<file path="src/rtl/uart_rx.sv">
// UART receiver: 2-flop synchronized line, mid-bit sampling,
// valid/ready payload hold with frame-error and overrun pulses.
module uart_rx #(
  parameter int DATA_WIDTH = 8,
  parameter int BAUD_RATE  = 9600,
  parameter int CLK_FREQ   = 12_000_000
) (
  input  logic                  clk,
  input  logic                  rst,
  input  logic                  sig,
  output logic [DATA_WIDTH-1:0] data,
  output logic                  valid,
  input  logic                  ready,
  output logic                  frame_err,
  output logic                  overrun
);

  localparam int PULSE_WIDTH      = CLK_FREQ / BAUD_RATE;
  localparam int HALF_PULSE_WIDTH = PULSE_WIDTH / 2;
  localparam int CW = $clog2(PULSE_WIDTH + 1);
  localparam int BW = $clog2(DATA_WIDTH + 1);

  localparam logic [CW-1:0] PW_M1 = CW'(PULSE_WIDTH - 1);
  localparam logic [CW-1:0] HP_M1 = CW'(HALF_PULSE_WIDTH - 1);
  localparam logic [BW-1:0] LAST  = BW'(DATA_WIDTH - 1);

  typedef enum logic [2:0] {
    IDLE  = 3'd0,
    START = 3'd1,
    DATA  = 3'd2,
    STOP  = 3'd3,
    BREAK = 3'd4
  } state_t;

  state_t                state, state_n;
  logic                  sig_m, sig_s;
  logic [CW-1:0]         clk_cnt, clk_cnt_n;
  logic [BW-1:0]         bit_cnt, bit_cnt_n;
  logic [DATA_WIDTH-1:0] shift, shift_n;
  logic                  stop_ok, stop_bad;
  logic                  deliver, drop;

  always_ff @(posedge clk or posedge rst) begin
    if (rst) begin
      sig_m <= 1'b1;
      sig_s <= 1'b1;
    end else begin
      sig_m <= sig;
      sig_s <= sig_m;
    end
  end

  always_ff @(posedge clk or posedge rst) begin
    if (rst) begin
      state   <= IDLE;
      clk_cnt <= '0;
      bit_cnt <= '0;
      shift   <= '0;
    end else begin
      state   <= state_n;
      clk_cnt <= clk_cnt_n;
      bit_cnt <= bit_cnt_n;
      shift   <= shift_n;
    end
  end

  always_comb begin
    state_n   = state;
    clk_cnt_n = clk_cnt;
    bit_cnt_n = bit_cnt;
    shift_n   = shift;
    stop_ok   = 1'b0;
    stop_bad  = 1'b0;
    case (state)
      IDLE: begin
        if (!sig_s) begin
          state_n   = START;
          clk_cnt_n = HP_M1;
        end
      end
      START: begin
        if (clk_cnt == '0) begin
          if (!sig_s) begin
            state_n   = DATA;
            clk_cnt_n = PW_M1;
            bit_cnt_n = '0;
          end else begin
            state_n = IDLE;
          end
        end else begin
          clk_cnt_n = clk_cnt - CW'(1);
        end
      end
      DATA: begin
        if (clk_cnt == '0) begin
          // LSB arrives first and ends up in bit 0 after the last shift
          shift_n   = {sig_s, shift[DATA_WIDTH-1:1]};
          clk_cnt_n = PW_M1;
          if (bit_cnt == LAST) state_n = STOP;
          else bit_cnt_n = bit_cnt + BW'(1);
        end else begin
          clk_cnt_n = clk_cnt - CW'(1);
        end
      end
      STOP: begin
        if (clk_cnt == '0) begin
          if (sig_s) begin
            stop_ok = 1'b1;
            state_n = IDLE;
          end else begin
            stop_bad = 1'b1;
            state_n  = BREAK;
          end
        end else begin
          clk_cnt_n = clk_cnt - CW'(1);
        end
      end
      BREAK: begin
        if (sig_s) state_n = IDLE;
      end
      default: state_n = IDLE;
    endcase
  end

  always_comb begin
    deliver = stop_ok && (!valid || ready);
    drop    = stop_ok && valid && !ready;
  end

  always_ff @(posedge clk or posedge rst) begin
    if (rst) begin
      data      <= '0;
      valid     <= 1'b0;
      frame_err <= 1'b0;
      overrun   <= 1'b0;
    end else begin
      frame_err <= stop_bad;
      overrun   <= drop;
      if (deliver) begin
        data  <= shift;
        valid <= 1'b1;
      end else if (ready) begin
        valid <= 1'b0;
      end
    end
  end

endmodule

</file>
<file path="config.mk">
export PLATFORM = sky130hd
export DESIGN_NAME = uart_rx
export DESIGN_NICKNAME = d
export VERILOG_FILES = /design/src/rtl/uart_rx.sv
export SDC_FILE = /design/constraint.sdc
export NUM_CORES = 1
export LEC_CHECK = 0
export BUFFER_PORTS_ARGS = -buffer_cell sky130_fd_sc_hd__buf_2
export CORE_ASPECT_RATIO = 1.4
export CORE_MARGIN = 3
export CORE_UTILIZATION = 45
export CTS_CLUSTER_DIAMETER = 120
export CTS_CLUSTER_SIZE = 28
export DETAILED_ROUTE_END_ITERATION = 10
export SYNTH_ARGS = -nofsm -noshare
export SYNTH_HDL_FRONTEND = slang
export SYNTH_SLANG_ARGS = --single-unit
</file>
<file path="constraint.sdc">
create_clock -name clk -period 3.1 [get_ports clk]
set_input_delay 0.62 -clock clk [delete_from_list [all_inputs] [get_ports clk]]
set_output_delay 0.62 -clock clk [all_outputs]
set_load 0.02 [all_outputs]
</file>
==> flow_metrics.env <==
export IMPL_critical_path_class="reg -> reg"
export IMPL_setup_viol=0
export IMPL_tightest_slew_ps=770
export IMPL_worst_slack_ps=732
export IMPL_powerDensity_nw_per_um2=416
export IMPL_final_common_cell="dfrtp_1"
export IMPL_end_kind="register"
export IMPL_outcome="complete, no violations"
export IMPL_cts_tree="done"
export IMPL_period_share_pct=76.4
export IMPL_rr_worst_depth=7
export IMPL_cts_sinks=39
export IMPL_netlist_area_um2=1900
export IMPL_clk_path_buf_depth=2
export IMPL_antenna_found_initial=0
export IMPL_die_area_um2=5050
export IMPL_r2r_start="clk_cnt[0]$_DFFE_PP0P_"
export IMPL_finish_utilization_pct=52.6
export IMPL_place_gp_congestion=0.791
export IMPL_avgSynthCellArea_um2=10.6
export IMPL_finalMaxSlewViolations=0
export IMPL_rrSetupSlack_ps=730
export IMPL_die_width_um=60.9
export IMPL_cp_max_fo=6
export IMPL_yosysUniqueCellTypes=44
export IMPL_cts_setup_buffers=0
export IMPL_seq_area_frac_synth_pct=51.4
export IMPL_synth_edf_count=0
export IMPL_relSlewSlack_pct=48.6
export IMPL_core_um2=3990
export IMPL_max_cap_violations=0
export IMPL_remaining_drc_errors=0
export IMPL_r2r_end="bit_cnt[3]$_DFFE_PP0P_"
export IMPL_power_static_leakage_nw=1.01
export IMPL_hold_depth=0
export IMPL_async_flop_share_pct=100
export IMPL_cts_buffers=5
export IMPL_grt_max_degree=22
export IMPL_synth_nets=187
export IMPL_synth_main_ff_cell="dfrtp_1"
export IMPL_rows=27
export IMPL_finalCriticalPeriod_ps=2370
export IMPL_num_fill_cells=374
export IMPL_ys_ff_latch=39
export IMPL_netlist_area_leader_share_pct=48.7
export IMPL_hold_ws_ps=359
export IMPL_cts_resized_gates=0
export IMPL_nNetsFinal=202
export IMPL_critPathLaunchType="register"
export IMPL_syn_inst=180
export IMPL_fin_tns_setup_ps=0
export IMPL_rsz0062_at_grt="no"
export IMPL_routed_via_density=5.91
export IMPL_drive_gt1_share_pct=27.0
export IMPL_port_buffers=14
export IMPL_hp_class="reg -> reg"
export IMPL_dr_total_vias=1412
export IMPL_io_pins=15
export IMPL_max_freq_ghz=0.422
export IMPL_finalHoldViolations=0
export IMPL_cts_reportedPaths_clkPinSlew_ps=80
export IMPL_grt_pass1_vias=1525
export IMPL_final_cells=239
export IMPL_ctsHtreeMaxLevel=2
export IMPL_preCtsSetupSlack_ps=749
export IMPL_final_antenna_net_count=0
export IMPL_syn_to_final_growth_pct=10.3
export IMPL_holdBufCountCts=0
export IMPL_hpwlAfterDp_um=2810
export IMPL_cts_root_buffer="clkbuf_8"
export IMPL_clk_latency_ps=300
export IMPL_arrival_ps=2550
export IMPL_worstHoldStart="sig_m$_DFF_PP1_"
export IMPL_drtPass1Iterations=5
export IMPL_wl_um=3970
export IMPL_wire_per_inst_um=16.6
export IMPL_overflow=0
export IMPL_min_to="sig_s$_DFF_PP1_"
export IMPL_grt_pass1_wl_um=7150
export IMPL_dp_cells=231
export IMPL_yosys_area_top_type="dfrtp_1"
export IMPL_start_util_pct=47.7
export IMPL_ys_warn_count=0
export IMPL_fp_dieH_um=82.9
export IMPL_ir_drop_mv=0.332
export IMPL_required_ps=3290
export IMPL_antennaDiodeCount=0
export IMPL_grt_use_total_pct=18.4
export IMPL_yosys_top_cells_area="dfrtp_1 (49%), mux2_2 (9.5%), nand2_1 (3.4%)"
export IMPL_first_iter_violations=82
export IMPL_mostFrequentLayoutCells="dfrtp_1 (37), nand2_1 (17), mux2_2 (16), buf_2 (14), nor2_1 (12)"
export IMPL_fin_worst_skew_ps=6.58
routing by layer:
layer	up-vias	GRT usage, %	share of wire, %
li1	682	-	-
met1	699	23.2	42
met2	24	29.8	53
met3	7	4.20	3.6
met4	0	7.10	1.5
met5	-	0	0
synth_stat cells (4+ instances only):
master and number:
a21oi_1 10, clkbuf_1 6, dfrtp_1 37, inv_1 6
mux2_2 16, nand2_1 17, nand3_1 4, nor2_1 12
nor3_1 8, o21ai_0 8, or2_2 4, or3_1 5
layout make-up:
class | instances | area [um2] | share of cell area, %
sequential | 39 | 978 | 46.7
multi-input combinational | 127 | 868 | 41.4
timing repair buffer | 16 | 85.1 | 4.06
clock buffer | 5 | 68.8 | 3.28
tap | 43 | 53.8 | 2.57
inverter | 6 | 22.5 | 1.07
clock inverter | 3 | 20.0 | 0.955
flip-flops by register name, indices dropped and copies added (netlist names):
name / count
frame_err: 1
overrun: 1
bit_cnt: 4
clk_cnt: 11
shift: 8
data: 8
sig_s: 1
sig_m: 1
valid: 1
state: 3
report_power, final:
| group | switching (W) | total [W] | internal [W] | leakage (nW) |
|---|---|---|---|---|
| combinational | 0.0000118 | 0.0000149 | 0.00000303 | 0.443 |
| clock | 0.000188 | 0.000344 | 0.000156 | 0.0402 |
| sequential | 0.00000204 | 0.000513 | 0.000511 | 0.527 |
| total | 0.000202 | 0.000872 | 0.000670 | 1.01 |
worst max path at each step:
stage / startpoint / slack, ps / depth (start not counted) / to
2_1_floorplan: clk_cnt[0]$_DFFE_PP0P_ / 920 / 7 / clk_cnt[7]$_DFFE_PP0P_
3_3_place_gp: clk_cnt[0]$_DFFE_PP0P_ / 830 / 8 / clk_cnt[9]$_DFFE_PP0P_
3_5_place_dp: clk_cnt[0]$_DFFE_PP0P_ / 750 / 7 / bit_cnt[0]$_DFFE_PP0P_
4_1_cts: clk_cnt[0]$_DFFE_PP0P_ / 730 / 7 / bit_cnt[0]$_DFFE_PP0P_
5_1_grt: clk_cnt[0]$_DFFE_PP0P_ / 520 / 7 / clk_cnt[9]$_DFFE_PP0P_
6_report: clk_cnt[0]$_DFFE_PP0P_ / 730 / 7 / bit_cnt[3]$_DFFE_PP0P_
logic make-up (layout without fill, tap and decap cells):
logic type | Yosys count | count (layout) | share of synthesized area [%]
adder cells (fa/ha/maj) | 3 | 3 | 1.97
multiplexers | 17 | 17 | 10.0
buffers and inverters | 14 | 30 | 2.89
AND/OR/NAND/NOR | 66 | 66 | 19.0
AO/OA/AOI/OAI | 40 | 40 | 14.2
XOR/XNOR | 1 | 1 | 0.461
flip-flops | 39 | 39 | 51.4
critical path: stages, from the launching register on:
cell and delay (ps):
dfrtp_1 400, inv_1 130, ha_1 150, or4b_4 490, or3_4 450, nor3_4 270
a21boi_0 140, a31o_2 230
stage by stage:
step                      total power (W)  instance area [um2]
after detailed placement         0.000539                 2010
after global placement           0.000538                 2010
after CTS                        0.000878                 2100
after floorplan                  0.000532                 1900
after global routing             0.000904                 2100
final                            0.000872                 2100
(Power assumes the default switching activity.)
